<file path="src/rtl/spi_master_pkg.sv">
// spi_master_pkg: types and constants shared by the SPI master blocks.
//   spi_tx_state_e : transmit shifter state (IDLE, TRANSMIT)
//   SPI_WORD_BITS  : width of one TX FIFO word
//   SPI_QUAD_STEP  : bits shifted per SCK edge in quad mode
package spi_master_pkg;

  typedef enum logic {
    IDLE     = 1'b0,
    TRANSMIT = 1'b1
  } spi_tx_state_e;

  localparam int SPI_WORD_BITS = 32;
  localparam int SPI_QUAD_STEP = 4;

endpackage

</file>
<file path="src/rtl/spi_master_tx.sv">
// spi_master_tx: transmit shifter of the APB SPI master.
// Pops 32-bit words from the TX FIFO and shifts them MSB-first onto sdo,
// one shift per tx_edge strobe, 1 bit (standard) or 4 bits (quad) per edge.
//
// Ports:
//   HCLK, HRESETn      clock, synchronous active-low reset
//   en                 start pulse (ignored unless IDLE)
//   tx_edge            SCK shift-edge strobe from the clock generator
//   quad_mode, bit_len transfer mode and length, latched at start
//   data_in, data_in_valid, data_in_ready   TX FIFO word / not-empty / pop
//   sdo                serial data out (standard mode drives sdo[0] only)
//   clk_en_o           SCK run request; low while no word is loaded
//   tx_done            one-cycle completion pulse
//   busy               transfer in progress
//
// Configuration macro: SPI_MASTER_TX_QUAD_EN enables quad mode. Without it
// quad_mode is ignored, every edge shifts one bit and sdo[3:1] stays 0.
module spi_master_tx
  import spi_master_pkg::*;
(
  input  logic        HCLK,
  input  logic        HRESETn,
  input  logic        en,
  input  logic        tx_edge,
  input  logic        quad_mode,
  input  logic [15:0] bit_len,
  input  logic [31:0] data_in,
  input  logic        data_in_valid,
  output logic        data_in_ready,
  output logic [3:0]  sdo,
  output logic        clk_en_o,
  output logic        tx_done,
  output logic        busy
);

  spi_tx_state_e state_q;
  logic [31:0]   shift_q;
  logic [15:0]   bit_cnt_q;
  logic [15:0]   len_q;
  logic [5:0]    word_cnt_q;
  logic          word_empty_q;
  logic          quad_q;
  logic          tx_done_q;

  logic [2:0]    step;
  logic          last_edge;
  logic          word_end;

`ifndef SPI_MASTER_TX_QUAD_EN
  logic unused_quad_mode;
  assign unused_quad_mode = quad_mode;
`endif

  assign step = quad_q ? 3'(SPI_QUAD_STEP) : 3'd1;

  // 17-bit compare so bit_cnt + step cannot wrap near bit_len = 16'hFFFF.
  // A quad length that is not a multiple of 4 finishes on the edge that
  // crosses it, sending the word's tail bits.
  assign last_edge = ({1'b0, bit_cnt_q} + 17'(step)) >= {1'b0, len_q};
  assign word_end  = (7'(word_cnt_q) + 7'(step)) == 7'(SPI_WORD_BITS);

  assign busy          = (state_q == TRANSMIT);
  assign data_in_ready = busy & word_empty_q & data_in_valid & (len_q != 16'd0);
  assign clk_en_o      = busy & ~word_empty_q;
  assign tx_done       = tx_done_q;

`ifdef SPI_MASTER_TX_QUAD_EN
  assign sdo = !busy  ? 4'b0000 :
               quad_q ? shift_q[31:28] : {3'b000, shift_q[31]};
`else
  assign sdo = busy ? {3'b000, shift_q[31]} : 4'b0000;
`endif

  always_ff @(posedge HCLK) begin
    if (!HRESETn) begin
      state_q      <= IDLE;
      shift_q      <= '0;
      bit_cnt_q    <= '0;
      len_q        <= '0;
      word_cnt_q   <= '0;
      word_empty_q <= 1'b1;
      quad_q       <= 1'b0;
      tx_done_q    <= 1'b0;
    end else begin
      tx_done_q <= 1'b0;
      case (state_q)
        IDLE: begin
          // en has priority; a tx_edge in the same cycle is simply dropped
          if (en) begin
            len_q        <= bit_len;
`ifdef SPI_MASTER_TX_QUAD_EN
            quad_q       <= quad_mode;
`else
            quad_q       <= 1'b0;
`endif
            bit_cnt_q    <= '0;
            word_empty_q <= 1'b1;
            state_q      <= TRANSMIT;
          end
        end
        TRANSMIT: begin
          if (len_q == 16'd0) begin
            tx_done_q <= 1'b1;
            state_q   <= IDLE;
          end else if (data_in_ready) begin
            shift_q      <= data_in;
            word_cnt_q   <= '0;
            word_empty_q <= 1'b0;
          end else if (!word_empty_q && tx_edge) begin
            shift_q    <= shift_q << step;
            bit_cnt_q  <= bit_cnt_q + 16'(step);
            word_cnt_q <= word_cnt_q + 6'(step);
            if (last_edge) begin
              // unused tail of the current word is discarded
              tx_done_q    <= 1'b1;
              state_q      <= IDLE;
              word_empty_q <= 1'b1;
            end else if (word_end) begin
              word_empty_q <= 1'b1;
            end
          end
        end
        default: state_q <= IDLE;
      endcase
    end
  end

endmodule
</file>
<file path="config.mk">
export PLATFORM = sky130hd
export DESIGN_NAME = spi_master_tx
export DESIGN_NICKNAME = d
export VERILOG_FILES = /design/src/rtl/spi_master_pkg.sv /design/src/rtl/spi_master_tx.sv
export SDC_FILE = /design/constraint.sdc
export NUM_CORES = 1
export LEC_CHECK = 0
export CAP_MARGIN = 40
export CORE_MARGIN = 2
export CORE_UTILIZATION = 48
export CTS_CLUSTER_DIAMETER = 40
export DETAILED_ROUTE_END_ITERATION = 6
export PLACE_DENSITY = 0.76
export REMOVE_ABC_BUFFERS = 1
export SETUP_SLACK_MARGIN = 0.3
export SYNTH_ARGS = -nofsm -noshare
export SYNTH_HDL_FRONTEND = slang
export SYNTH_SLANG_ARGS = --single-unit
</file>
<file path="constraint.sdc">
create_clock -name HCLK -period 3 [get_ports HCLK]
set_input_delay 0.45 -clock HCLK [delete_from_list [all_inputs] [get_ports HCLK]]
set_output_delay 0.45 -clock HCLK [all_outputs]
set_load 0.05 [all_outputs]
</file>
==> results.tsv, run 1 <==
metric	value	unit
vias in the first global route	3407	
CP max stage delay	380	ps
Area Growth Syn to Fin	28.5	%
status	finished clean	
EDFF count, synth	0	
CTS tree	built	
Crit Path Max Fanout	5	
DP HPWL	6310	um
max-cap violations	0	
All-Layer GR Usage	22.5	%
CTS Buf Count	9	
Netlist Area Pre-Place	0.00375	mm^2
DR top layer	met4	
crit path launch type	flip-flop	
Via density	5.81	
clock transition at the registers of the reported paths	80	ps
post-synthesis cell type count	54	
combined area of the multi-input logic cells	0.00216	mm^2
total grt overflow	0	
row count	32	
Initial Util	49.0	%
Final Non-Filler Cells	607	
Routed wire per std cell	15.8	um
routed wl met3	513	um
drt drc	0	
sequential share of the synthesized area	39.0	%
total number of vias	3524	
Cell Pwr Density	482	mW/mm^2
Die H	92.3	um
Final setup viols	0	
max-slew violation count	0	
worst setup path category	flip-flop to flip-flop	
area leader, netlist	dfxtp_1	
CP max-delay cell	dfxtp_4	
top cells by count, synth	73 x dfxtp_1, 50 x nand2_1, 46 x a21oi_1	
DR WL met2	4880	um
length of routed wiring on met1	4010	um
nets	573	
Peak Freq	376	MHz
placed insts	581	
Worst-Skew Late Latency	350	ps
sequential cell area	0.00147	mm^2
Crit path max-delay family	compound AO/OA/AOI/OAI gates	
H-tree levels	3	
fin crit share	88.6	%
clock root buffer	clkbuf_8	
Fin Clk Skew	13.2	ps
DRT Pass-1 Iters	4	
core area	0.00765	mm^2
Buf/Inv on CP	2	
cell mode on critical path	buf_4	
Final Hold Fails	0	
Avg Synthesized Cell Area	8.51	um^2
worst min path class	flip-flop to flip-flop	
WP data required	3220	ps
Placed Area	0.00436	mm^2
largest net degree at the start of global routing	62	
Synth top area share	39.0	%
Tot Pwr	2.32	mW
cells after synthesis	440	
cell with the most instances after synthesis	dfxtp_1	
diodes inserted	0	
fraction of layout cells with a size suffix above 1	15.6	%
leak pwr	1.79	nW
WL final	9570	um
Worst-Margin Slew	647	ps
Synth area leaders	dfxtp_1 39%, a21oi_1 6.1%, ha_1 6.0%	
Final min period	2660	ps
die area	0.00853	mm^2
Max-Slew Margin vs Limit	56.9	%
Yosys Warn Count	0	
CP arrival	2880	ps
ys flop type	dfxtp_1	
Peak VDD IR	0.306	mV
first-pass GRT wire length	15600	um
port bufs	57	
initial antenna violation count	0	
accumulated negative setup slack	0	ps
Die Span X	92.3	um
fin area	0.00481	mm^2
CP Capture Type	flip-flop	
boundary pin count	62	
Yosys reg bits	73	
crit-path cells	ha_4 > nand4_1 > buf_4 > nor3_4 > and3_4 > xor2_1 > ha_1 > a21o_1 > a21oi_2 > o21ai_2 > a221oi_2 > buf_4 > o211ai_1	
DRT iter0 DRCs	181	
Placer Congestion	0.858	
CTS Buffer Depth	2	
post-route ant nets	0	
Fill cells	646	
RSZ-0062 raised after global routing	true	
ys async rst share	0	%
Sink Count	73	
routing by layer:
metal | up-vias | global-route usage (%)
met5 | - | 0
met3 | 17 | 6.35
li1 | 1711 | -
met4 | 0 | 7.71
met1 | 1693 | 26.5
met2 | 103 | 39.3
worst register-to-register path, delay by kind of cell, from the launching register on:
kind	cells	cell delay, ps
compound gates	5	750
xor+xnor	1	180
fa+ha+maj	2	410
buf+inv	2	370
flops	1	380
simple gates	3	470
path summary, 6_finish.rpt:
kind / startpoint / depth (start not counted) / endpoint / slack, ps
setup reg to reg: bit_cnt_q[0] / 13 / word_empty_q / 340
hold reg to reg: shift_q[15] / 1 / shift_q[16] / 460
setup / recovery: bit_cnt_q[0] / 13 / word_empty_q / 340
hold / removal: shift_q[15] / 1 / shift_q[16] / 460
per-stage QoR:
stage	util [%]	worst slack [ps]	hold WS, ps
after floorplan	-	188	433
after detailed placement	57.1	120	450
after global placement	57.1	194	439
after global routing	63.0	251	491
after CTS	61.0	300	470
final	63.0	342	462
layout by cell type, fill, tap and decap left out, drive strengths merged, types with 5 or more instances in the layout:
cell / n
a22oi: 19
inv: 18
o21ai: 11
buf: 24
nor3: 13
ha: 18
dfxtp: 73
xor2: 6
clkbuf: 9
nand2: 52
o22ai: 12
xnor2: 11
nand3: 17
clkdlybuf4s50: 56
a211oi: 13
a21oi: 47
nor2: 27
o2bb2ai: 18
nand4: 5
or4: 5
registers in the layout (all words and copies together) (netlist names):
| signal | flops |
|---|---|
| bit_cnt_q | 16 |
| busy | 1 |
| len_q | 16 |
| shift_q | 32 |
| tx_done | 1 |
| word_cnt_q | 6 |
| word_empty_q | 1 |
power breakdown:
| group | switching [mW] | internal [mW] | total [mW] |
|---|---|---|---|
| Clock | 0.372 | 0.545 | 0.916 |
| Combinational | 0.196 | 0.165 | 0.361 |
| Sequential | 0.0324 | 1.01 | 1.04 |
| Total | 0.600 | 1.72 | 2.32 |
area by class of cell:
class                           count  area share (%)
Clock buffer                        9            2.57
Tap cell                          102            2.65
Clock inverter                      6            2.23
Multi-Input combinational cell    318            44.9
Timing Repair Buffer               80            15.5
Sequential cell                    73            30.6
Inverter                           19            1.53
timing repair:
action	4_1_cts	5_1_grt
hold endpoints to repair	0	0
pin swaps	0	13
buffers inserted	5	6
hold buffers	0	0
setup endpoints to repair	4	4
resized for setup	11	28
kinds of logic after synthesis:
family                     share of synthesized area (%)
adders and majority gates                           6.01
xor gates and xnor gates                            3.97
buffers and inverters                               6.61
DFF                                                 39.0
other                                              0.100
and+or+nand+nor                                     17.5
AOI/OAI and AO/OA                                   26.8
(Power assumes the default switching activity.)
==> inputs of run 2 (changes only) <==
Settings changed: CORE_UTILIZATION 48 to 25, PLACE_DENSITY 0.76 to default.
==> results.tsv, run 2 (same netlist as run 1, synthesis figures left out) <==
metric	value	unit	change
status	finished clean		unchanged
Area Growth Syn to Fin	31.4	%	was 28.5%
Via density	5.01		was 5.81
drt drc	0		unchanged
largest register by flop count	shift_q		unchanged
CTS Buffer Depth	2		unchanged
Initial Util	25.7	%	was 49.0%
biggest regs	shift_q (32), bit_cnt_q (16), len_q (16)		unchanged
vias in the first global route	3297		was 3407
WP data required	3230	ps	was 3220 ps
clock root buffer	clkbuf_16		was clkbuf_8
Peak VDD IR	0.277	mV	was 0.306 mV
boundary pin count	62		unchanged
largest net degree at the start of global routing	33		was 62
Crit Path Max Fanout	6		was 5
total number of vias	3420		was 3524
Worst-Margin Slew	633	ps	was 647 ps
Place WS	-5.59	ps	was 120 ps
Final min period	2670	ps	was 2660 ps
worst setup path category	flip-flop to flip-flop		unchanged
Routed wire per std cell	14.5	um	was 15.8 um
max-slew violation count	0		unchanged
Fill cells	1504		was 646
Final setup viols	0		unchanged
row count	44		was 32
DP HPWL	6890	um	was 6310 um
Placer Congestion	0.792		was 0.858
crit path launch type	flip-flop		unchanged
commonest non-fill, non-tap cell in the layout	dfxtp_1		unchanged
Worst-Skew Late Latency	340	ps	was 350 ps
fin crit share	88.9	%	was 88.6%
port bufs	57		unchanged
CTS Buf Count	9		unchanged
All-Layer GR Usage	12.4	%	was 22.5%
max-cap violations	0		unchanged
combined area of the multi-input logic cells	0.00213	mm^2	was 0.00216 mm^2
worst setup margin	334	ps	was 342 ps
clock transition at the registers of the reported paths	60	ps	was 80 ps
worst min path class	flip-flop to flip-flop		unchanged
Die H	126	um	was 92.3 um
DRT Pass-1 Iters	5		was 4
sequential cell area	0.00148	mm^2	was 0.00147 mm^2
H-tree levels	3		unchanged
Max-Slew Margin vs Limit	57.8	%	was 56.9%
fraction of layout cells with a size suffix above 1	12.9	%	was 15.6%
CTS tree	built		unchanged
most frequent cells in the layout	67 x dfxtp_1, 56 x clkdlybuf4s50_1, 50 x nand2_1, 45 x a21oi_1, 23 x nor2_1		was 65 x dfxtp_1, 56 x clkdlybuf4s50_1, 49 x nand2_1, 43 x a21oi_1, 23 x nor2_1
CP max stage delay	380	ps	about the same
CP Capture Type	flip-flop		unchanged
core area	0.0146	mm^2	was 0.00765 mm^2
first-pass GRT wire length	16100	um	was 15600 um
total grt overflow	0		unchanged
leak pwr	1.75	nW	was 1.79 nW
initial antenna violation count	0		unchanged
Peak Freq	375	MHz	was 376 MHz
CP arrival	2900	ps	was 2880 ps
Sink Count	73		unchanged
Fin Clk Skew	9.19	ps	was 13.2 ps
DRT iter0 DRCs	108		was 181
WL final	9900	um	was 9570 um
CP max-delay cell	dfxtp_4		unchanged
RSZ-0062 raised after global routing	true		unchanged
diodes inserted	0		unchanged
crit-path cells	ha_4 > nand4_1 > buf_6 > nor2_2 > xor2_1 > ha_1 > a21oi_2 > o21a_1 > a2111oi_4 > a221oi_2 > buf_4 > o31a_1		was ha_4 > nand4_1 > buf_4 > nor3_4 > and3_4 > xor2_1 > ha_1 > a21o_1 > a21oi_2 > o21ai_2 > a221oi_2 > buf_4 > o211ai_1
post-route ant nets	0		unchanged
CTS Hold Bufs	0		unchanged
final hold slack	455	ps	was 462 ps
Cell Pwr Density	520	mW/mm^2	was 482 mW/mm^2
max reg flops	32		unchanged
Die Span X	126	um	was 92.3 um
Final Hold Fails	0		unchanged
nets	566		was 573
die area	0.0160	mm^2	was 0.00853 mm^2
-- run 2: cell types whose count changed in the layout (fill, tap and decap cells not counted), sizes merged --
cell	delta
clkinvlp	+2
clkinv	-2
buf	-7
inv	+1
bufinv	-1
-- run 2: per-stage QoR --
step / total power, mW / instances / TNS [ps] / cell area [um^2] / utilization (%)
4_1_cts: 2.59 / 680 / 0 / 4840 / 33.2
3_5_place_dp: 1.41 / 663 / -8.45 / 4470 / 30.6
2_1_floorplan: 1.26 / 410 / 0 / 3580 / -
5_1_grt: 2.67 / 682 / 0 / 4920 / 33.7
3_3_place_gp: 1.40 / 663 / 0 / 4470 / 30.6
6_report: 2.56 / 682 / 0 / 4920 / 33.7
-- run 2: final timing paths --
| check | start | end | slack [ps] | cells past startpoint |
|---|---|---|---|---|
| worst min register to register | shift_q[20] | shift_q[21] | 450 | 1 |
| worst max register to register | bit_cnt_q[0] | busy | 330 | 12 |
| worst max-delay path | bit_cnt_q[0] | busy | 330 | 12 |
| worst min-delay path | shift_q[20] | shift_q[21] | 450 | 1 |
-- run 2: timing repair --
action	4_1_cts	5_1_grt
endpoints found under the setup margin	4	4
endpoints found under the hold margin	0	0
setup buffers	2	2
pin swaps	1	11
resized for setup	11	20
-- run 2: metal layers --
layer	track usage, %	part of all wire (%)	up-vias
met5	0	0	-
met4	2.97	0.83	0
met3	5.10	7.1	7
met2	19.9	46	80
met1	15.4	46	1628
li1	-	-	1705
-- run 2: report_power, final --
| part | internal [mW] | total, mW | leakage, nW | switching, mW |
|---|---|---|---|---|
| Clock | 0.726 | 1.16 | 0.144 | 0.431 |
| Sequential | 1.01 | 1.04 | 0.598 | 0.0322 |
| Combinational | 0.165 | 0.362 | 1.01 | 0.197 |
-- run 2: worst max-delay path: cells and delay by family, from the launching register on --
family / cells / cell delay [ps]
AO/OA/AOI/OAI: 5 / 990
flip-flops: 1 / 380
buffers and inverters: 2 / 360
adder cells (fa/ha/maj): 2 / 460
XOR/XNOR: 1 / 80
AND/OR/NAND/NOR: 2 / 270
-- run 2: area by class of cell --
type                    count  area share [%]
clock buffers               9            4.57
clock inverters             6            1.86
inverters                  19            1.55
multi-input cells         318            43.2
flip-flops and latches     73            30.0
well taps                 184            4.68
repair buffers             73            14.1
